`src/rtl/wb_spi_mem_pkg.sv`:
```
// ============================================================================
// Module      : wb_spi_mem_pkg
// Description : Shared types, constants and helpers for the Wishbone-to-SPI
//               SRAM bridge (FSM states, SRAM mode-register constants,
//               byte-span decode from the Wishbone byte enables).
// Revision    : 1.0 - initial release
// ============================================================================
`default_nettype none

package wb_spi_mem_pkg;

  // Transfer sequencer states
  typedef enum logic [2:0] {
    ST_IDLE = 3'd0,
    ST_INIT = 3'd1,
    ST_CMD  = 3'd2,
    ST_ADDR = 3'd3,
    ST_DATA = 3'd4,
    ST_DONE = 3'd5
  } state_t;

  // SRAM mode-register write: command byte and "sequential mode" value
  localparam logic [7:0] C_MODE_WRMR = 8'h01;
  localparam logic [7:0] C_MODE_SEQ  = 8'h40;

  // Shifter geometry: 32-bit left-aligned frame, bit count up to 32
  localparam int C_SHIFT_W = 32;
  localparam int C_CNT_W   = 6;

  // Contiguous byte span covered by a set of byte enables
  typedef struct packed {
    logic [1:0] lo;  // lowest enabled lane
    logic [2:0] n;   // lanes from lo up to highest enabled lane, inclusive
  } span_t;

  // Lowest/highest enabled lane and span length; sel=0 yields a harmless 1
  function automatic span_t sel_span(input logic [3:0] sel);
    span_t      s;
    logic [1:0] hi;
    s.lo = 2'd0;
    hi   = 2'd0;
    for (int i = 3; i >= 0; i--) begin
      if (sel[i]) s.lo = 2'(i);
    end
    for (int i = 0; i < 4; i++) begin
      if (sel[i]) hi = 2'(i);
    end
    s.n = {1'b0, hi} - {1'b0, s.lo} + 3'd1;
    return s;
  endfunction

endpackage

`default_nettype wire

```
`src/rtl/spi_shift_ctl.sv`:
```
// ============================================================================
// Module      : spi_shift_ctl
// Description : Mode-0 bit-serial shifter. Each bit spends one clock with
//               sclk low (L) and one with sclk high (H); MISO is captured on
//               the edge that ends H. o_done flags the final H phase so the
//               parent can load the next frame segment without a gap.
// Revision    : 1.0 - initial release
// ============================================================================
`default_nettype none

module spi_shift_ctl
  import wb_spi_mem_pkg::*;
(
  input  logic                 i_clk,
  input  logic                 i_rst,
  input  logic                 i_load,
  input  logic [C_CNT_W-1:0]   i_width,
  input  logic [C_SHIFT_W-1:0] i_data,
  input  logic                 i_miso,
  output logic                 o_sclk,
  output logic                 o_mosi,
  output logic                 o_busy,
  output logic                 o_done,
  output logic [C_SHIFT_W-1:0] o_rx
);

  logic [C_SHIFT_W-1:0] r_sh;
  logic [C_CNT_W-1:0]   r_cnt;
  logic                 r_phase;
  logic                 r_busy;
  logic [C_SHIFT_W-1:0] r_rx;

  // Phase toggle, transmit shift and bit countdown; a load restarts at phase L
  always_ff @(posedge i_clk) begin
    if (i_rst) begin
      r_sh    <= '0;
      r_cnt   <= '0;
      r_phase <= 1'b0;
      r_busy  <= 1'b0;
    end else if (i_load) begin
      r_sh    <= i_data;
      r_cnt   <= i_width;
      r_phase <= 1'b0;
      r_busy  <= 1'b1;
    end else if (r_busy) begin
      if (!r_phase) begin
        r_phase <= 1'b1;
      end else begin
        r_phase <= 1'b0;
        r_sh    <= {r_sh[C_SHIFT_W-2:0], 1'b0};
        r_cnt   <= r_cnt - 1'b1;
        if (r_cnt == C_CNT_W'(1)) r_busy <= 1'b0;
      end
    end
  end

  // Receive shift: one MISO bit at the end of every H phase, even on a reload edge
  always_ff @(posedge i_clk) begin
    if (i_rst) begin
      r_rx <= '0;
    end else if (r_busy && r_phase) begin
      r_rx <= {r_rx[C_SHIFT_W-2:0], i_miso};
    end
  end

  assign o_sclk = r_phase;
  assign o_mosi = r_busy ? r_sh[C_SHIFT_W-1] : 1'b0;
  assign o_busy = r_busy;
  assign o_done = r_busy && r_phase && (r_cnt == C_CNT_W'(1));
  assign o_rx   = r_rx;

endmodule

`default_nettype wire

```
`src/rtl/wb_spi_mem.sv`:
```
// ============================================================================
// Module      : wb_spi_mem
// Description : Wishbone responder backed by a serial SPI SRAM (mode 0).
//               Every bus cycle becomes one command/address/data SPI frame
//               covering the enabled byte span; ack fires when the frame ends.
//               Optional macro WB_SPI_MEM_INIT_EN: after reset, write the
//               SRAM mode register (sequential mode) before serving requests.
// Revision    : 1.0 - initial release
// ============================================================================
`default_nettype none

module wb_spi_mem
  import wb_spi_mem_pkg::*;
#(
  parameter int         ADDR_W = 16,
  parameter logic [7:0] CMD_RD = 8'h03,
  parameter logic [7:0] CMD_WR = 8'h02
)(
  input  logic        i_clk,
  input  logic        i_rst,
  input  logic [31:0] i_wb_adr,
  input  logic [31:0] i_wb_dat,
  input  logic [3:0]  i_wb_sel,
  input  logic        i_wb_we,
  input  logic        i_wb_cyc,
  output logic [31:0] o_wb_rdt,
  output logic        o_wb_ack,
  output logic        o_spi_sclk,
  output logic        o_spi_cs_n,
  output logic        o_spi_mosi,
  input  logic        i_spi_miso
);

`ifdef WB_SPI_MEM_INIT_EN
  localparam state_t C_RST_STATE = ST_INIT;
`else
  localparam state_t C_RST_STATE = ST_IDLE;
`endif

  state_t              r_state;
  state_t              w_next;
  logic [ADDR_W-1:2]   r_adr;
  logic [31:0]         r_dat;
  logic                r_we;
  logic [1:0]          r_lo;
  logic [2:0]          r_n;
  logic                r_cs_n;
  logic                r_ack;
  logic [31:0]         r_rdt;

  logic                w_accept;
  span_t               w_span;
  logic                w_load;
  logic [C_CNT_W-1:0]  w_width;
  logic [31:0]         w_data;
  logic                w_done;
  logic                w_busy;
  logic                w_sclk;
  logic                w_mosi;
  logic [31:0]         w_rx;
  logic [ADDR_W-1:0]   w_spi_addr;
  logic [31:0]         w_wr_stream;
  logic [31:0]         w_rd_word;
  logic [7:0]          w_dat_b [4];
  logic [7:0]          w_rx_b  [4];

  // Address bits outside the SRAM window and the byte offset are ignored
  logic w_unused_adr;
  assign w_unused_adr = ^{i_wb_adr[31:ADDR_W], i_wb_adr[1:0]};

  assign w_accept   = (r_state == ST_IDLE) && i_wb_cyc && !r_ack;
  assign w_span     = sel_span(i_wb_sel);
  assign w_spi_addr = {r_adr, 2'b00} + ADDR_W'(r_lo);

  // Byte views of the latched write data and the received shift register
  always_comb begin
    for (int j = 0; j < 4; j++) begin
      w_dat_b[j] = r_dat[8*j +: 8];
      w_rx_b[j]  = w_rx[8*j +: 8];
    end
  end

  // Write payload: lanes lo..lo+n-1 in ascending order, left-aligned MSB first
  always_comb begin
    w_wr_stream = '0;
    for (int k = 0; k < 4; k++) begin
      if (3'(k) < r_n) w_wr_stream[31-8*k -: 8] = w_dat_b[r_lo + 2'(k)];
    end
  end

  // Read word: received byte k lands in lane lo+k; the last byte is rx[7:0]
  always_comb begin
    w_rd_word = '0;
    for (int l = 0; l < 4; l++) begin
      if ((2'(l) >= r_lo) && ({1'b0, 2'(l) - r_lo} < r_n))
        w_rd_word[8*l +: 8] = w_rx_b[2'(r_n - 3'd1 - {1'b0, 2'(l) - r_lo})];
    end
  end

  // Sequencer state register
  always_ff @(posedge i_clk) begin
    if (i_rst) r_state <= C_RST_STATE;
    else       r_state <= w_next;
  end

  // Next state and per-segment shifter loads (command, address, data)
  always_comb begin
    w_next  = r_state;
    w_load  = 1'b0;
    w_width = '0;
    w_data  = '0;
    case (r_state)
      ST_IDLE: begin
        if (w_accept && (i_wb_sel != 4'b0000)) begin
          w_next  = ST_CMD;
          w_load  = 1'b1;
          w_width = C_CNT_W'(8);
          w_data  = {(i_wb_we ? CMD_WR : CMD_RD), 24'h000000};
        end
      end
      ST_INIT: begin
`ifdef WB_SPI_MEM_INIT_EN
        if (!w_busy) begin
          w_load  = 1'b1;
          w_width = C_CNT_W'(16);
          w_data  = {C_MODE_WRMR, C_MODE_SEQ, 16'h0000};
        end else if (w_done) begin
          w_next = ST_IDLE;
        end
`else
        w_next = ST_IDLE;
`endif
      end
      ST_CMD: begin
        if (w_done) begin
          w_next  = ST_ADDR;
          w_load  = 1'b1;
          w_width = C_CNT_W'(ADDR_W);
          w_data  = {w_spi_addr, {(32-ADDR_W){1'b0}}};
        end
      end
      ST_ADDR: begin
        if (w_done) begin
          w_next  = ST_DATA;
          w_load  = 1'b1;
          w_width = {r_n, 3'b000};
          w_data  = r_we ? w_wr_stream : 32'h0;
        end
      end
      ST_DATA: begin
        if (w_done) w_next = ST_DONE;
      end
      ST_DONE: begin
        w_next = ST_IDLE;
      end
      default: begin
        w_next = ST_IDLE;
      end
    endcase
  end

  // Request latch, chip select, ack pulse and read-data update
  always_ff @(posedge i_clk) begin
    if (i_rst) begin
      r_adr  <= '0;
      r_dat  <= '0;
      r_we   <= 1'b0;
      r_lo   <= '0;
      r_n    <= '0;
      r_cs_n <= 1'b1;
      r_ack  <= 1'b0;
      r_rdt  <= '0;
    end else begin
      r_ack <= 1'b0;
      case (r_state)
        ST_IDLE: begin
          if (w_accept) begin
            r_adr <= i_wb_adr[ADDR_W-1:2];
            r_dat <= i_wb_dat;
            r_we  <= i_wb_we;
            r_lo  <= w_span.lo;
            r_n   <= w_span.n;
            if (i_wb_sel == 4'b0000) r_ack  <= 1'b1;
            else                     r_cs_n <= 1'b0;
          end
        end
        ST_INIT: begin
          if (w_load)      r_cs_n <= 1'b0;
          else if (w_done) r_cs_n <= 1'b1;
        end
        ST_DONE: begin
          r_cs_n <= 1'b1;
          r_ack  <= i_wb_cyc;
          if (!r_we) r_rdt <= w_rd_word;
        end
        default: begin
        end
      endcase
    end
  end

  spi_shift_ctl u_shift (
    .i_clk   (i_clk),
    .i_rst   (i_rst),
    .i_load  (w_load),
    .i_width (w_width),
    .i_data  (w_data),
    .i_miso  (i_spi_miso),
    .o_sclk  (w_sclk),
    .o_mosi  (w_mosi),
    .o_busy  (w_busy),
    .o_done  (w_done),
    .o_rx    (w_rx)
  );

  assign o_wb_rdt   = r_rdt;
  assign o_wb_ack   = r_ack;
  assign o_spi_sclk = w_sclk;
  assign o_spi_cs_n = r_cs_n;
  assign o_spi_mosi = w_mosi;

endmodule

`default_nettype wire

```
`config.mk`:
```
export PLATFORM = sky130hd
export DESIGN_NAME = wb_spi_mem
export DESIGN_NICKNAME = d
export VERILOG_FILES = /design/src/rtl/wb_spi_mem_pkg.sv /design/src/rtl/spi_shift_ctl.sv /design/src/rtl/wb_spi_mem.sv
export SDC_FILE = /design/constraint.sdc
export NUM_CORES = 1
export LEC_CHECK = 0
export CORE_MARGIN = 8
export CORE_UTILIZATION = 34
export CTS_CLUSTER_SIZE = 28
export DETAILED_ROUTE_END_ITERATION = 10
export PLACE_DENSITY_LB_ADDON = 0.12
export SYNTH_ARGS = -nofsm -noshare
export SYNTH_HDL_FRONTEND = slang
export SYNTH_SLANG_ARGS = --single-unit
```
`constraint.sdc`:
```
create_clock -name i_clk -period 6.5 [get_ports i_clk]
set_input_delay 0.65 -clock i_clk [delete_from_list [all_inputs] [get_ports i_clk]]
set_output_delay 0.65 -clock i_clk [all_outputs]
set_load 0.01 [all_outputs]
```
# After elaboration in Yosys (flattened, before gate mapping)
# Index checks and enable logic that the tools add are counted.
dict set report word_totals {
  inputBits 73
  register_bits 161
  mem_bits_ro 0
  elab_cells 172
  out_inout_bits 36
  memories 0
  mem_bits_rw 0
  latchBits 0
}
dict set report classes {
  shifts 0
  order_cmp 20
  eq_ne 13
  div_mod_pow 0
  bitwise_logic 9
  reduce_logical 23
  addsub 16
  mux 77
  multipliers 0
}
# cell count
set ops {}
lappend ops {{$mux W32} 6}
lappend ops {{$mux W8} 24}
lappend ops {{$bmux W8 S2} 8}
lappend ops {{$pmux W32 S3} 1}
lappend ops {{$mux W26} 1}
lappend ops {{$ge A3 B3 Y1 const B} 8}
lappend ops {{$mux W6} 4}
lappend ops {{$not A2 Y3} 8}
lappend ops {{$pmux W6 S3} 1}
lappend ops {{$add A16 B2 Y16} 1}
lappend ops {{$mux W1} 16}
lappend ops {{$lt A2 B3 Y1} 4}
lappend ops {{$mux W2} 6}
lappend ops {{$mux W3} 4}
lappend ops {{$pmux W3 S4} 1}
lappend ops {{$logic_and A1 B1 Y1} 9}
lappend ops {{$ne A2 B1 Y1 const B} 4}
lappend ops {{$reduce_and A4 Y1} 2}
lappend ops {{$sub A2 B2 Y2} 4}
lappend ops {{$eq A3 B2 Y1 const B} 2}
lappend ops {{$eq A3 B3 Y1 const B} 2}
lappend ops {{$eq A6 B1 Y1 const B} 1}
lappend ops {{$lt A1 B3 Y1 const A} 2}
lappend ops {{$lt A2 B3 Y1 const A} 2}
lappend ops {{other kinds (26)} 37}

# Depth between registers and ports, before layout
# Gate-level depths: netlist (run 1).
dict set report logic_depth {
  word_depth 10
  ltp_mapped 14
}

# By module
# Synthesis (run 1) repeated with hierarchy kept, for this count alone.
dict set report unflattened {
  hier_cells 960
  hier_area_um2 8201.6
}
# module area_each_um2 cells_per_inst instances
set modules_own_cells {}
lappend modules_own_cells {wb_spi_mem 5336.4 595 1}
lappend modules_own_cells {spi_shift_ctl 2865.2 365 1}

# Worst setup path before layout (run 1)
# No wires, ideal clock.
dict set report synth_timing {
  path_type {register -> register}
  start {register r_lo[0]}
  end {register r_rdt[23], in the netlist o_wb_rdt[23]}
  required_time_ns 6.416
  synth_period_minus_slack_ns 3.485
  n_path_buf 6
  path_stages_with_launch 15
  t_arrival_ns 3.401
  path_slack_ns 3.015
  path_cell_list {dfxtp_1 > buf_2 > buf_2 > buf_2 > inv_1 > ha_1 > buf_4 > buf_1 > inv_1 > ha_1 > nor2b_1 > o21ai_0 > or4bb_1 > clkbuf_1 > o221ai_1}
}
dict set report synth_between {
  elab_chain_len 7
  elab_cells_between_ends 10
  cone_classes {add/sub (2); order compare (2); mux (4); bitwise (1); reduce/logical (1)}
}
# element line
set synth_lines {}
lappend synth_lines {{start: declaration} wb_spi_mem.sv:45} ;# logic [1:0] r_lo;
lappend synth_lines {{start signal: assignment} wb_spi_mem.sv:181} ;# r_lo <= w_span.lo;
lappend synth_lines {{$sub A2 B2 Y2} {wb_spi_mem.sv:95, wb_spi_mem.sv:96}}
lappend synth_lines {{$sub A2 B2 Y2} wb_spi_mem.sv:96} ;# w_rd_word[8*l +: 8] = w_rx_b[2'(r_n - 3'd1 - {1'b0, 2'(l) - r_lo})];
lappend synth_lines {{$not A2 Y3 (not written as such)} wb_spi_mem.sv:96}
lappend synth_lines {{$bmux W8 S2} wb_spi_mem.sv:96}
lappend synth_lines {{$mux W8 (not written as such) (2 in a row)} wb_spi_mem.sv:96}
lappend synth_lines {{$mux W8 (*)} wb_spi_mem.sv:95} ;# if ((2'(l) >= r_lo) && ({1'b0, 2'(l) - r_lo} < r_n))
lappend synth_lines {{end signal: assignment} wb_spi_mem.sv:194} ;# if (!r_we) r_rdt <= w_rd_word;
lappend synth_lines {{end: declaration} wb_spi_mem.sv:49} ;# logic [31:0] r_rdt;
# Every way passes the cells marked *; elsewhere a longest branch is shown, timed or not. The select of a mux whose other input is x is not followed.
# A chain may end at the register's enable or synchronous reset.

# Worst setup path after layout (run 1)
dict set report layout_timing {
  start {register r_lo[0]}
  end {register r_rdt[6], in the netlist o_wb_rdt[6]}
}
dict set report layout_between {
  elab_chain_len 7
  elab_cells_between_ends 10
  cone_classes {add/sub (2); order compare (2); mux (4); bitwise (1); reduce/logical (1)}
}
# element line
set layout_lines {}
lappend layout_lines {{$sub A1 B2 Y2} {wb_spi_mem.sv:95, wb_spi_mem.sv:96}}
lappend layout_lines {{$sub A2 B2 Y2} wb_spi_mem.sv:96}
lappend layout_lines {{$not A2 Y3 (not written as such)} wb_spi_mem.sv:96}
lappend layout_lines {{$bmux W8 S2} wb_spi_mem.sv:96}
lappend layout_lines {{$mux W8 (not written as such) (2 in a row)} wb_spi_mem.sv:96}
lappend layout_lines {{$mux W8 (*)} wb_spi_mem.sv:95}
# Marks and branches as above.

==> impl_metrics.tcl, run 1 <==
set metrics [dict create \
    outcome "completed" \
    ctsResizeCount 0 \
    min_period_ps 3940 \
    syn_inst 931 \
    busiest_layer "met1" \
    ir_drop_v 0.000153 \
    crit_fanout 37 \
    rows 57 \
    grt_pass1_vias 6700 \
    dr.pass1.iters 7 \
    post-place-ws_ps 2490 \
    path_cells "inv_1 -> ha_1 -> ha_1 -> nor2b_1 -> o21ai_0 -> nand4_1 -> o221ai_1" \
    syn-num-nets 1018 \
    final-hold-violation-count 0 \
    finalSetupTns_ps 0 \
    track_usage_pct 16.9 \
    ys_types 60 \
    slew-limit-headroom_pct 31.0 \
    clock_sinks 161 \
    yosys.area_share.xor_xnor_pct 1.55 \
    synth_top_family_by_area "compound AO/OA/AOI/OAI gates" \
    finalCritPeriodShare_pct 60.6 \
    drc_errors 0 \
    async_flop_share_pct 0 \
    synth_mux_area_share_pct 17.1 \
    skew_ps 11.0 \
    overflow 0 \
    powerDensity_nw_per_um2 248 \
    cts_tree "done" \
    worstMarginPinSlew_ps 1040 \
    dp.cells 1288 \
    io_pins 109 \
    holdWs_ps 456 \
    ys_warn_count 0 \
    ctsHtreeMaxLevel 4 \
    crit_type "flip-flop to flip-flop" \
    ys_ff_latch 161 \
    required_ps 6830 \
    synth_edf_count 0 \
    io_buffers 90 \
    postCtsSetupBuffers 0 \
    final_cells 1319 \
    drtAntennaViolNets 0 \
    synth_adder_area_share_pct 2.11 \
    cts-root-buf "clkbuf_16" \
    routed_wl_microns 24800 \
    routed_via_density 5.37 \
    arrival_ps 4270 \
    final_nets 1070 \
    setup_viol 0 \
    rsz0062_at_grt "no" \
    start_util_pct 34.4 \
    synthSimpleGateAreaFrac_pct 17.6 \
    grt_pass1_wl_microns 39200 \
    maxCapViolations 0 \
    holdCritPathClass "flip-flop to flip-flop" \
    syn_to_final_growth_pct 20.6 \
    dp_hpwl_microns 16500 \
    die_h_microns 172 \
    crit_top_cell "ha_1" \
    core_area_sq_um 24100 \
    met3_usage_pct 3.56 \
    critPathLaunchType "flip-flop" \
    gr-usage-met2_pct 24.9 \
    worst_path_largest_cell_delay_ps 1000 \
    nFillCells 2488 \
    cp-end-kind "flip-flop" \
    place_congestion 0.759 \
    vias 7078 \
    yosysSeqAreaShare_pct 38.9 \
    grt_max_degree 91 \
    dieArea_sq_um 29600 \
    drt-initial-drc-count 396 \
    cts_hold_buffers 0 \
    syn_area_sq_um 8290 \
    power.leakage_nw 3.33 \
    dieWidth_microns 172 \
    fin_ws_ps 2560 \
    antenna_found_initial 0 \
    fmax_ghz 0.254 \
    clock_latency_ps 430 \
    synth_top_flop_cell "dfxtp_1" \
    drive_above_1_share_pct 10.2 \
    drv_slew 0 \
    clockBufferDepth 2 \
    path_clk_slew_ps 70 \
    cts_buffers 17 \
    grtUsageMet1_pct 25.1 \
    antennaDiodeCount 0 \
    wl_per_cell_microns 18.8 \
    slowest_stage "dfxtp_2" \
    synth_compound_area_share_pct 18.2 \
    syn_avg_cell_area_sq_um 8.91 \
]
## layer usage
layer,wire length [microns],vias up
met4,171,0
met5,0,-
met2,11000,147
met3,1140,15
li1,-,3481
met1,12500,3435
## cells in the mapped netlist, drive strengths merged, types with 14 or more instances
master  instances  share of area (%)
o21ai          24                1.4
ha             14                2.1
dfxtp         161                 39
clkbuf         41                1.9
buf            29                2.0
inv            16               0.72
nand3          14               0.85
mux2i          65                7.8
o221ai         32                3.4
a21oi          93                5.6
a21boi         14                1.3
nand2         227                 10
mux4           32                8.7
nor2           33                1.5
a211oi         25                2.3
## critical path, delay by kind of cell (launching register included)
family          cells  cell delay, ps
buf+inv             1             200
simple gates        2             660
compound gates      2             610
fa+ha+maj           2            1370
flops               1            1000
## power by group
group / total, mW / internal [mW] / switching (mW)
registers: 1.07 / 1.03 / 0.0439
logic: 0.374 / 0.172 / 0.202
clock network: 1.04 / 0.579 / 0.458
total: 2.48 / 1.78 / 0.704
## metrics by stage
step / instance area (sq um) / power (mW) / util, %
finish: 10000 / 2.48 / 41.5
global route: 10000 / 2.59 / 41.5
CTS: 10000 / 2.51 / 41.5
detailed placement: 9410 / 1.47 / 39.0
global placement: 9410 / 1.47 / 39.0
floorplan: 8290 / 1.36 / -
## path summary, 6_finish.rpt
kind / startpoint / endpoint / slack (ps) / cells after the start
worst max register to register: r_lo[0]$_SDFFE_PP0P_ / o_wb_rdt[6]$_SDFFE_PP0P_ / 2560 / 7
worst min register to register: r_adr[5]$_SDFFE_PP0P_ / r_adr[5]$_SDFFE_PP0P_ / 460 / 2
worst max-delay path: r_lo[0]$_SDFFE_PP0P_ / o_wb_rdt[6]$_SDFFE_PP0P_ / 2560 / 7
worst min-delay path: r_adr[5]$_SDFFE_PP0P_ / r_adr[5]$_SDFFE_PP0P_ / 460 / 2
## logic make-up (layout without fill, tap and decap cells)
group           Yosys count  count (layout)
mux                     101             101
simple gates            327             327
flops                   161             161
compound gates          232             232
fa+ha+maj                14              14
xor+xnor                 10              10
buf+inv                  86             150
## final cells by class
type	instances	area (sq um)	area share [%]
Inverter	16	60.1	0.601
Sequential cell	161	3220	32.2
Timing Repair Buffer	103	996	9.96
Tap cell	324	405	4.05
Clock inverter	14	169	1.69
Multi-Input combinational cell	684	4720	47.2
Clock buffer	17	425	4.25
## cell usage in the layout (no fill, tap or decap), types with 14 or more instances in the layout
cell             instances
a211oi_1                25
a21boi_0                14
a21oi_1                 93
buf_4                   14
clkbuf_16               17
clkdlybuf4s50_1         89
dfxtp_1                160
ha_1                    14
inv_1                   15
mux2i_1                 65
mux4_2                  32
nand2_1                226
nand3_1                 14
nor2_1                  32
o21ai_0                 24
o221ai_1                32
## state kept, by name, summed over array words and instances, names as in the netlist
register,count
u_shift.o_busy,1
o_wb_rdt,32
r_lo,2
r_dat,32
o_spi_cs_n,1
o_wb_ack,1
u_shift.o_sclk,1
r_we,1
u_shift.o_rx,32
r_state,3
r_n,3
r_adr,14
u_shift.r_cnt,6
u_shift.r_sh,32
Note: power is estimated with default switching activity, not from simulation.
==> inputs of run 2 (changes only) <==
==> constraint.sdc (replaced) <==
create_clock -name i_clk -period 3.4 [get_ports i_clk]
set_input_delay 0.34 -clock i_clk [delete_from_list [all_inputs] [get_ports i_clk]]
set_output_delay 0.34 -clock i_clk [all_outputs]
set_load 0.01 [all_outputs]
==> impl_metrics.tcl, run 2 (synthesis gave the netlist of run 1 again) <==
set metrics [dict create \
    cts_tree "done" \
    cp_num_buf_inv 0 \
    io_pins 109 \
    drive_above_1_share_pct 10.9 \
    vias 7113 \
    antennaDiodeCount 0 \
    maxCapViolations 0 \
    cp-end-kind "flip-flop" \
    slew-limit-headroom_pct 34.9 \
    ctsResizeCount 0 \
    critPathLaunch "r_state[0]$_SDFFE_PP0P_" \
    die_h_microns 172 \
    track_usage_pct 16.9 \
    required_ps 3730 \
    grt_pass1_vias 6668 \
    path_cells "nor2b_1 -> and4_1 -> or4bb_1 -> o221ai_1" \
    cts_buffers 17 \
    clockBufferDepth 2 \
    cts_hold_buffers 0 \
    power.leakage_nw 3.40 \
    outcome "completed" \
    r2r_setup_slack_ps 870 \
    powerDensity_nw_per_um2 483 \
    finalSetupTns_ps 0 \
    critPathLaunchType "flip-flop" \
    overflow 0 \
    worstMarginPinSlew_ps 976 \
    drt-initial-drc-count 599 \
    core_area_sq_um 24100 \
    clock_latency_ps 430 \
    wl_per_cell_microns 18.6 \
    crit_fanout 12 \
    cts-root-buf "clkbuf_16" \
    dr.pass1.iters 5 \
    drc_errors 0 \
    dieWidth_microns 172 \
    crit_family "simple AND/OR/NAND/NOR gates" \
    path_clk_slew_ps 70 \
    final_common_cell "nand2_1" \
    drv_slew 0 \
    antenna_found_initial 0 \
    post-route-cell-area_sq_um 10100 \
    routed_wl_microns 24700 \
    final-hold-violation-count 0 \
    drtAntennaViolNets 0 \
    setup_viol 0 \
    finalCritPeriodShare_pct 74.5 \
    worst_path_largest_cell_delay_ps 780 \
    postCtsSetupBuffers 0 \
    fmax_ghz 0.395 \
    arrival_ps 2860 \
    holdCritPathClass "input pin to flip-flop" \
    dp_hpwl_microns 17200 \
    hold_start "i_rst" \
    final_cell_mix "nand2_1 (226), dfxtp_1 (160), a21oi_1 (93)" \
    skew_ps 12.6 \
    ir_drop_v 0.000241 \
    syn_to_final_growth_pct 22.0 \
    start_util_pct 34.4 \
    io_buffers 90 \
    reg2reg_from "r_state[0]$_SDFFE_PP0P_" \
    routed_via_density 5.36 \
    placed_area_sq_um 9480 \
    min_period_ps 2530 \
    final_nets 1079 \
    rows 57 \
    crit_type "flip-flop to flip-flop" \
    place_congestion 0.761 \
    clock_sinks 161 \
    grt_pass1_wl_microns 39100 \
    rsz0062_at_grt "no" \
    grt_max_degree 87 \
    dieArea_sq_um 29600 \
    slowest_stage "or4bb_1" \
    ctsHtreeMaxLevel 4 \
]
run 2: where the power goes:
group	total (mW)	internal [mW]	switching (mW)
combinational	0.733	0.337	0.396
clock	2.12	1.25	0.862
sequential	2.04	1.97	0.0749
total	4.89	3.56	1.33
run 2: metrics by stage:
step	instances	power, mW	util (%)	setup slack [ps]	hold WS, ps
floorplan	931	2.61	-	69.3	437
global placement	1297	2.82	39.3	696	450
detailed placement	1297	2.82	39.3	672	447
CTS	1328	4.95	42.0	834	251
global route	1328	5.10	42.0	645	270
finish	1328	4.89	42.0	868	259
run 2: path summary, 6_finish.rpt:
path                            cells past startpoint                             to
worst max-delay path                                4      o_wb_rdt[23]$_SDFFE_PP0P_
worst min-delay path                                3  u_shift.r_cnt[3]$_SDFFE_PP0P_
worst max register to register                      4      o_wb_rdt[23]$_SDFFE_PP0P_
worst min register to register                      2      o_wb_rdt[28]$_SDFFE_PP0P_
run 2: cell type report:
cell class,instances,area (sq um)
Fill cell,2497,14000
Tap cell,324,405
Multi-Input combinational cell,684,4710
Inverter,16,60.1
Clock buffer,17,425
Clock inverter,14,214
Sequential cell,161,3220
Timing Repair Buffer,112,1080
run 2: worst register-to-register path, delay by kind of cell, from the launching register on:
| family | cells | cell delay [ps] |
|---|---|---|
| flip-flops | 1 | 590 |
| AO/OA/AOI/OAI | 1 | 290 |
| AND/OR/NAND/NOR | 3 | 1550 |
run 2: per-layer routing:
layer / routed length [microns] / vias up / global-route usage, % / part of all wire (%)
met5: 0 / - / 0 / 0
met4: 216 / 0 / 3.75 / 0.87
met3: 985 / 15 / 3.42 / 4.0
met2: 11100 / 146 / 25.4 / 45
met1: 12400 / 3456 / 24.6 / 50
li1: - / 3496 / - / -
